[src/rtl/asrc_pkg.sv]
// Shared definitions for the ASRC audio-path blocks.
//  - asrc_state_t : TDM sender FSM states (IDLE -> SEND -> GAP -> IDLE)
//  - CH_IDX_W     : width of a channel index on the FIR sink (up to MAX_NCH channels)
//  - asrc_scale() : arithmetic left shift followed by optional signed saturation
//                   to an out_w-bit range; evaluated on a 64-bit signed value so
//                   any block with sample widths below 64 bits can reuse it
package asrc_pkg;

    localparam int CH_IDX_W = 3;
    localparam int MAX_NCH  = 8;
    localparam int SCALE_W  = 64;

    typedef enum logic [1:0] {
        IDLE = 2'd0,
        SEND = 2'd1,
        GAP  = 2'd2
    } asrc_state_t;

    // Returns x <<< shift. With sat_en set, a result outside the signed
    // out_w-bit range is clamped to its nearest limit; otherwise the caller
    // takes the low out_w bits and overflow wraps.
    function automatic logic signed [SCALE_W-1:0] asrc_scale(
        input logic signed [SCALE_W-1:0] x,
        input int                        shift,
        input int                        out_w,
        input logic                      sat_en
    );
        logic signed [SCALE_W-1:0] v;
        logic signed [SCALE_W-1:0] vmax;
        logic signed [SCALE_W-1:0] vmin;
        logic        [SCALE_W-1:0] one;
        one  = 1;
        v    = x <<< shift;
        vmax = $signed((one << (out_w - 1)) - one);
        vmin = -vmax - $signed(one);
        if (sat_en && (v > vmax)) begin
            v = vmax;
        end else if (sat_en && (v < vmin)) begin
            v = vmin;
        end
        return v;
    endfunction

endpackage

[src/rtl/asrc_tdm_collect.sv]
// Back end of the TDM FIR mux: gathers the FIR source beats of one packet,
// scales each beat to OUT_W bits and publishes the whole frame at once.
//
// Ports
//  AMCLK_i      in   audio master clock, all logic on posedge
//  nARST        in   synchronous active-low reset
//  src_data_i   in   FIR source data (signed, FIR_W)
//  src_valid_i  in   FIR source beat valid
//  src_sop_i    in   first beat of a packet (restarts collection at ch0)
//  src_eop_i    in   last beat of a packet
//  out_data_o   out  collected frame, ch k at [k*OUT_W +: OUT_W]
//  out_valid_o  out  one-cycle strobe, out_data_o changes in the same cycle
//  frame_err_o  out  sticky: a malformed packet or stray beat was discarded
//
// Build option: define ASRC_TDM_SAT_EN to clamp out-of-range scaled samples
// instead of letting them wrap.
module asrc_tdm_collect
    import asrc_pkg::*;
#(
    parameter int NCH       = 2,
    parameter int FIR_W     = 24,
    parameter int OUT_W     = 24,
    parameter int OUT_SHIFT = 4
) (
    input  logic                 AMCLK_i,
    input  logic                 nARST,
    input  logic [FIR_W-1:0]     src_data_i,
    input  logic                 src_valid_i,
    input  logic                 src_sop_i,
    input  logic                 src_eop_i,
    output logic [NCH*OUT_W-1:0] out_data_o,
    output logic                 out_valid_o,
    output logic                 frame_err_o
);

`ifdef ASRC_TDM_SAT_EN
    localparam logic SAT_EN = 1'b1;
`else
    localparam logic SAT_EN = 1'b0;
`endif

    // One extra bit so the index can rest at NCH between packets.
    localparam int IDX_W = CH_IDX_W + 1;
    localparam logic [IDX_W-1:0] NCH_IDX  = IDX_W'(NCH);
    localparam logic [IDX_W-1:0] LAST_IDX = IDX_W'(NCH - 1);

    logic [IDX_W-1:0]          idx_reg;
    logic [IDX_W-1:0]          idx_next;
    logic [IDX_W-1:0]          beat_idx;
    logic [NCH*OUT_W-1:0]      shadow_reg;
    logic [NCH*OUT_W-1:0]      shadow_next;
    logic [NCH*OUT_W-1:0]      out_data_reg;
    logic                      out_valid_reg;
    logic                      frame_err_reg;
    logic signed [SCALE_W-1:0] src_ext;
    logic signed [SCALE_W-1:0] scaled_wide;
    logic [OUT_W-1:0]          scaled;
    logic                      beat_ok;
    logic                      frame_done;
    logic                      frame_bad;
    logic                      unused_scale_bits;

    assign src_ext     = {{(SCALE_W - FIR_W){src_data_i[FIR_W-1]}}, src_data_i};
    assign scaled_wide = asrc_scale(src_ext, OUT_SHIFT, OUT_W, SAT_EN);
    assign scaled      = scaled_wide[OUT_W-1:0];
    assign unused_scale_bits = ^scaled_wide[SCALE_W-1:OUT_W];

    // sop always restarts at ch0, whatever the previous packet left behind.
    assign beat_idx   = src_sop_i ? '0 : idx_reg;
    assign beat_ok    = src_valid_i && (beat_idx < NCH_IDX);
    assign frame_done = beat_ok && src_eop_i && (beat_idx == LAST_IDX);
    assign frame_bad  = src_valid_i && (!beat_ok || (src_eop_i && (beat_idx != LAST_IDX)));

    // shadow_next is the shadow with the current beat's lane replaced, so the
    // eop beat lands in the published frame in the same edge.
    generate
        for (genvar gi = 0; gi < NCH; gi++) begin : g_lane
            assign shadow_next[gi*OUT_W +: OUT_W] =
                (beat_idx == IDX_W'(gi)) ? scaled : shadow_reg[gi*OUT_W +: OUT_W];
        end
    endgenerate

    always_comb begin
        idx_next = idx_reg;
        if (src_valid_i) begin
            if (src_eop_i) begin
                idx_next = NCH_IDX;
            end else if (beat_ok) begin
                idx_next = beat_idx + 1'b1;
            end
        end
    end

    always_ff @(posedge AMCLK_i) begin
        if (!nARST) begin
            idx_reg       <= '0;
            shadow_reg    <= '0;
            out_data_reg  <= '0;
            out_valid_reg <= 1'b0;
            frame_err_reg <= 1'b0;
        end else begin
            idx_reg       <= idx_next;
            out_valid_reg <= frame_done;
            if (beat_ok) begin
                shadow_reg <= shadow_next;
            end
            if (frame_done) begin
                out_data_reg <= shadow_next;
            end
            if (frame_bad) begin
                frame_err_reg <= 1'b1;
            end
        end
    end

    assign out_data_o  = out_data_reg;
    assign out_valid_o = out_valid_reg;
    assign frame_err_o = frame_err_reg;

endmodule

[src/rtl/asrc_tdm_fir_mux.sv]
// TDM front/back end for the shared multichannel FIR interpolator.
// Front end: a parallel PCM frame is serialised as one sop..eop packet,
// ch0 first, one beat per cycle, followed by GAP_CYCLES forced idle cycles.
// A 1-deep pending slot absorbs one frame arriving while a packet is in
// flight; a further frame is dropped and flagged. Back end: see
// asrc_tdm_collect.
//
// Ports
//  AMCLK_i       in   audio master clock, all logic on posedge
//  nARST         in   synchronous active-low reset
//  in_data_i     in   input frame, ch k at [k*IN_W +: IN_W]
//  in_valid_i    in   one-cycle frame strobe
//  sink_data_o   out  FIR sink data
//  sink_valid_o  out  FIR sink valid
//  sink_sop_o    out  high with ch0
//  sink_eop_o    out  high with ch NCH-1
//  sink_chan_o   out  channel index of current beat
//  src_*_i       in   FIR source beat (data/valid/sop/eop)
//  out_data_o    out  collected, scaled frame
//  out_valid_o   out  one-cycle strobe with out_data_o update
//  overrun_o     out  sticky: an input frame was dropped
//  frame_err_o   out  sticky: a malformed source packet was discarded
//
// Build option: ASRC_TDM_SAT_EN selects saturating output scaling.
module asrc_tdm_fir_mux
    import asrc_pkg::*;
#(
    parameter int NCH        = 2,
    parameter int IN_W       = 16,
    parameter int FIR_W      = 24,
    parameter int OUT_W      = 24,
    parameter int OUT_SHIFT  = 4,
    parameter int GAP_CYCLES = 1
) (
    input  logic                 AMCLK_i,
    input  logic                 nARST,
    input  logic [NCH*IN_W-1:0]  in_data_i,
    input  logic                 in_valid_i,
    output logic [IN_W-1:0]      sink_data_o,
    output logic                 sink_valid_o,
    output logic                 sink_sop_o,
    output logic                 sink_eop_o,
    output logic [2:0]           sink_chan_o,
    input  logic [FIR_W-1:0]     src_data_i,
    input  logic                 src_valid_i,
    input  logic                 src_sop_i,
    input  logic                 src_eop_i,
    output logic [NCH*OUT_W-1:0] out_data_o,
    output logic                 out_valid_o,
    output logic                 overrun_o,
    output logic                 frame_err_o
);

    localparam logic [CH_IDX_W-1:0] LAST_CH  = CH_IDX_W'(NCH - 1);
    localparam logic [3:0]          GAP_LAST = (GAP_CYCLES == 0) ? 4'd0 : 4'(GAP_CYCLES - 1);

    asrc_state_t          state_reg;
    asrc_state_t          state_next;
    logic [CH_IDX_W-1:0]  chan_reg;
    logic [CH_IDX_W-1:0]  chan_next;
    logic [3:0]           gap_reg;
    logic [3:0]           gap_next;
    logic [NCH*IN_W-1:0]  frame_reg;
    logic [NCH*IN_W-1:0]  frame_next;
    logic [NCH*IN_W-1:0]  pend_data_reg;
    logic [NCH*IN_W-1:0]  pend_data_next;
    logic                 pend_valid_reg;
    logic                 pend_valid_next;
    logic                 overrun_reg;
    logic                 overrun_next;
    logic [IN_W-1:0]      sel_data;

    always_ff @(posedge AMCLK_i) begin
        if (!nARST) begin
            state_reg      <= IDLE;
            chan_reg       <= '0;
            gap_reg        <= '0;
            frame_reg      <= '0;
            pend_data_reg  <= '0;
            pend_valid_reg <= 1'b0;
            overrun_reg    <= 1'b0;
        end else begin
            state_reg      <= state_next;
            chan_reg       <= chan_next;
            gap_reg        <= gap_next;
            frame_reg      <= frame_next;
            pend_data_reg  <= pend_data_next;
            pend_valid_reg <= pend_valid_next;
            overrun_reg    <= overrun_next;
        end
    end

    always_comb begin
        state_next      = state_reg;
        chan_next       = chan_reg;
        gap_next        = gap_reg;
        frame_next      = frame_reg;
        pend_data_next  = pend_data_reg;
        pend_valid_next = pend_valid_reg;
        overrun_next    = overrun_reg;

        case (state_reg)
            IDLE: begin
                // The pending frame is older, so it goes first; a frame
                // arriving in the same cycle refills the slot behind it.
                if (pend_valid_reg) begin
                    frame_next = pend_data_reg;
                    state_next = SEND;
                    chan_next  = '0;
                    if (in_valid_i) begin
                        pend_data_next = in_data_i;
                    end else begin
                        pend_valid_next = 1'b0;
                    end
                end else if (in_valid_i) begin
                    frame_next = in_data_i;
                    state_next = SEND;
                    chan_next  = '0;
                end
            end
            SEND: begin
                if (chan_reg == LAST_CH) begin
                    chan_next  = '0;
                    gap_next   = '0;
                    state_next = (GAP_CYCLES == 0) ? IDLE : GAP;
                end else begin
                    chan_next = chan_reg + 1'b1;
                end
            end
            GAP: begin
                if (gap_reg == GAP_LAST) begin
                    state_next = IDLE;
                end else begin
                    gap_next = gap_reg + 1'b1;
                end
            end
            default: begin
                state_next = IDLE;
            end
        endcase

        // Frames arriving while a packet is in flight: keep the first,
        // drop any later one and keep the already-pending frame intact.
        if ((state_reg != IDLE) && in_valid_i) begin
            if (!pend_valid_reg) begin
                pend_valid_next = 1'b1;
                pend_data_next  = in_data_i;
            end else begin
                overrun_next = 1'b1;
            end
        end
    end

    always_comb begin
        sel_data = '0;
        for (int k = 0; k < NCH; k++) begin
            if (chan_reg == CH_IDX_W'(k)) begin
                sel_data = frame_reg[k*IN_W +: IN_W];
            end
        end
    end

    // Sink outputs decode straight from the state so that a frame latched at
    // an edge shows its ch0 beat in the very next cycle.
    assign sink_valid_o = (state_reg == SEND);
    assign sink_data_o  = sink_valid_o ? sel_data : '0;
    assign sink_sop_o   = sink_valid_o && (chan_reg == '0);
    assign sink_eop_o   = sink_valid_o && (chan_reg == LAST_CH);
    assign sink_chan_o  = sink_valid_o ? chan_reg : '0;
    assign overrun_o    = overrun_reg;

    asrc_tdm_collect #(
        .NCH       (NCH),
        .FIR_W     (FIR_W),
        .OUT_W     (OUT_W),
        .OUT_SHIFT (OUT_SHIFT)
    ) u_collect (
        .AMCLK_i     (AMCLK_i),
        .nARST       (nARST),
        .src_data_i  (src_data_i),
        .src_valid_i (src_valid_i),
        .src_sop_i   (src_sop_i),
        .src_eop_i   (src_eop_i),
        .out_data_o  (out_data_o),
        .out_valid_o (out_valid_o),
        .frame_err_o (frame_err_o)
    );

endmodule
[config.mk]
export PLATFORM = sky130hd
export DESIGN_NAME = asrc_tdm_fir_mux
export DESIGN_NICKNAME = d
export VERILOG_FILES = /design/src/rtl/asrc_pkg.sv /design/src/rtl/asrc_tdm_collect.sv /design/src/rtl/asrc_tdm_fir_mux.sv
export SDC_FILE = /design/constraint.sdc
export NUM_CORES = 1
export LEC_CHECK = 0
export BUFFER_PORTS_ARGS = -buffer_cell sky130_fd_sc_hd__buf_2
export CAP_MARGIN = 5
export CORE_ASPECT_RATIO = 0.5
export CORE_MARGIN = 1.5
export CORE_UTILIZATION = 51
export DETAILED_ROUTE_END_ITERATION = 10
export PLACE_DENSITY = 0.79
export SETUP_SLACK_MARGIN = 0.02
export SLEW_MARGIN = 30
export SYNTH_ARGS = -nofsm -noshare
export SYNTH_HDL_FRONTEND = slang
export SYNTH_SLANG_ARGS = --single-unit
[constraint.sdc]
create_clock -name AMCLK_i -period 1.6 [get_ports AMCLK_i]
set_clock_uncertainty 0.1 [all_clocks]
set_input_delay 0.08 -clock AMCLK_i [delete_from_list [all_inputs] [get_ports AMCLK_i]]
set_output_delay 0.08 -clock AMCLK_i [all_outputs]
set_load 0.005 [all_outputs]
==> metrics.txt <==
CTS buffer count 17; Slew HR 55.30%; Seq cells post-synth 173; Period Utilization, post-route 117.6%; Worst Hold Launch nARST; busiest grt layer met2; slack of the critical path -0.2823 ns; synthesized instance count 838; power per cell area 976.4 mW/mm²; clk root buf clkbuf_16; Final Hold Viols 0; first-pass GRT wire length 36590 µm; Post-synth EDFFs 0; CP Max Fanout 17; final instance area 0.01116 mm²; HP Class in2reg; minimum clock period 1.882 ns; GRT met3 Usage 6.387%; DPL Wire Length 13210 µm; die extent in x 177.4 µm; number of flip-flops in the largest register 48; pre-CTS WS -0.1260 ns; GR Layer Usage met2 49.41%; worst hold slack 0.07950 ns; Distinct cells, synth 50; sequential cell area 0.003487 mm²; die area 0.01599 mm²; antenna violations before repair 0; worst slew pin tran 0.6600 ns; TritonRoute pass-1 iters 7; RR Startpoint u_collect.idx_reg[2]$_SDFFE_PN0P_; Final ANT Viol Nets 0; Post-route DRC 0; Peak VDD IR 0.6963 mV; RSZ-0062 raised after global routing yes; clock sinks 173; share of cells above drive strength 1 31.57%; syn avg cell area 9.251 µm²; Seq/Total Area, Yosys 44.67%; Leak 0.004951 µW; YS warnings 0; GRT Total Usage 28.59%; list of most frequent post-synthesis cells 173 x dfxtp_1, 139 x nand2_1, 128 x mux2i_1; Via Count 7825; kind of critical path reg2out; H-Tree Depth 4; Synth Net Count 905; Worst Setup Start Kind register; Core Area 0.01466 mm²; Die Y 90.18 µm; status complete, but fails checks; IO Pins 135; Routability Congestion 0.8418; IO Port Bufs 130; worst hold stages 4; clock slew at reported path FFs 0.08 ns; flop-to-flop setup slack -0.22 ns; Crit. End Element output port; Main synth FF type dfxtp_1; clock buffer depth 2; asr flop ratio synth 0%; placed cell areas 0.008855 mm²; routed vias/inst 6.215; hold endpoint u_collect.shadow_reg[16]$_SDFFE_PN0P_; failing checks negative setup slack; Worst R2R End u_collect.shadow_reg[39]$_SDFFE_PN0P_; Critical Path RT 1.42 ns; Synth top area share 44.67%; R2R cell count 7; Max Cap Violations 0; initial core utilization 52.88%; largest net degree at the start of global routing 72; CP Launch Point chan_reg[0]$_SDFFE_PN0P_; Wirelength per Cell 21.40 µm; Rows 31; top-count cell post-synth dfxtp_1; gr ovfl total 0; area grow syn2layout 43.90%; nets 1115; fmax 531.3 MHz; Final setup viols 135; filler instances 891; vias in the first global route 7321; fin. max-slew vios 0; top cells by area, synth dfxtp_1 45%, mux2i_1 17%, nand2_1 6.7%; crit path DAT 1.70 ns; Clock Latency Late Sink 0.43 ns; TritonCTS clock tree done; diodes inserted 0; area of the mapped netlist 0.007752 mm²; leading area contributor after synthesis dfxtp_1; M1 GR Usage 34.80%; area of the multi-input gates 0.004354 mm²; Routed WL 26940 µm; 1st-iter DRT viols 963
==> where the power goes <==
part           total [µW]  switching (µW)  internal, µW
logic                1950            1020           932
clock network        4210            1990          2210
registers            4730             174          4560
total               10900            3190          7700
==> layer usage <==
metal  part of all wire (%)  up-vias
li1                       -     3464
met1                     39     3731
met2                     48      494
met3                    8.6      136
met4                    4.6        0
met5                      0        -
==> cells in the final DEF (no fill, tap or decap), types with 5 or more instances in the layout <==
cell type,Yosys,final
dfxtp_1,173,162
nand2_1,139,139
buf_2,24,126
mux2i_1,128,119
dlygate4sd3_1,0,56
buf_4,3,37
a21oi_1,35,35
a211oi_1,36,34
clkbuf_16,0,28
nor2_1,26,24
nand3_1,22,22
a21o_1,22,22
buf_6,4,20
a221oi_2,0,19
o21ai_0,26,17
a22o_1,16,16
buf_12,0,15
a31oi_1,21,13
o311ai_0,19,11
o311ai_1,1,9
a31oi_4,0,8
mux2i_2,0,8
inv_1,10,7
and3_4,0,7
o21ai_1,0,7
dfxtp_2,0,7
inv_8,0,5
==> logic make-up (layout without fill, tap and decap cells) <==
logic type	count (synthesis)	in the layout	share of synthesized area (%)
and+or+nand+nor	221	221	12.52
buffers and inverters	93	316	5.423
muxes	128	128	16.53
DFF	173	173	44.67
adders and majority gates	5	5	0.8070
AOI/OAI and AO/OA	218	218	20.05
==> worst max-delay path by stage <==
stage                                                 end  slack, ns  depth (start not counted)
floorplan           u_collect.out_data_o[29]$_SDFFE_PN0P_      0.007                          7
global placement    u_collect.shadow_reg[46]$_SDFFE_PN0P_      -0.02                          6
detailed placement  u_collect.out_data_o[34]$_SDFFE_PN0P_      -0.13                          6
CTS                                        sink_data_o[2]      -0.26                          5
global route                              sink_data_o[15]      -0.35                          5
finish                                     sink_data_o[2]      -0.28                          5
==> critical path, cell delays in order, from the launching register on <==
cell and delay (ns):
dfxtp_2 0.40, nand3b_1 0.17, nor3_4 0.21, buf_12 0.19, a22o_1 0.17, buf_2 0.12
==> cell type report <==
type,instances,share of cell area [%]
timing repair buffer,273,21.87
inverter,11,0.4150
multi-input combinational,572,39.03
tap,198,2.221
clock inverter,14,1.357
sequential,173,31.26
clock buffer,18,3.847
==> stage by stage <==
step           util, %  TNS (ns)  total power (µW)  instances
6_report         76.09    -14.85             10890       1259
5_1_grt          76.09    -20.31             11200       1259
4_1_cts          71.12    -3.952             10540       1238
3_5_place_dp     60.39    -2.997              6194       1138
3_3_place_gp     60.39   -0.4326              6143       1138
2_1_floorplan        -         0              5685        838
==> what timing repair did <==
action,in CTS,in global routing
pin swaps,7,15
endpoints found under the setup margin,69,150
setup buffers,7,11
hold buffers,56,0
endpoints found under the hold margin,137,0
resized for setup,57,91
cloned,6,13
(Power assumes the default switching activity.)
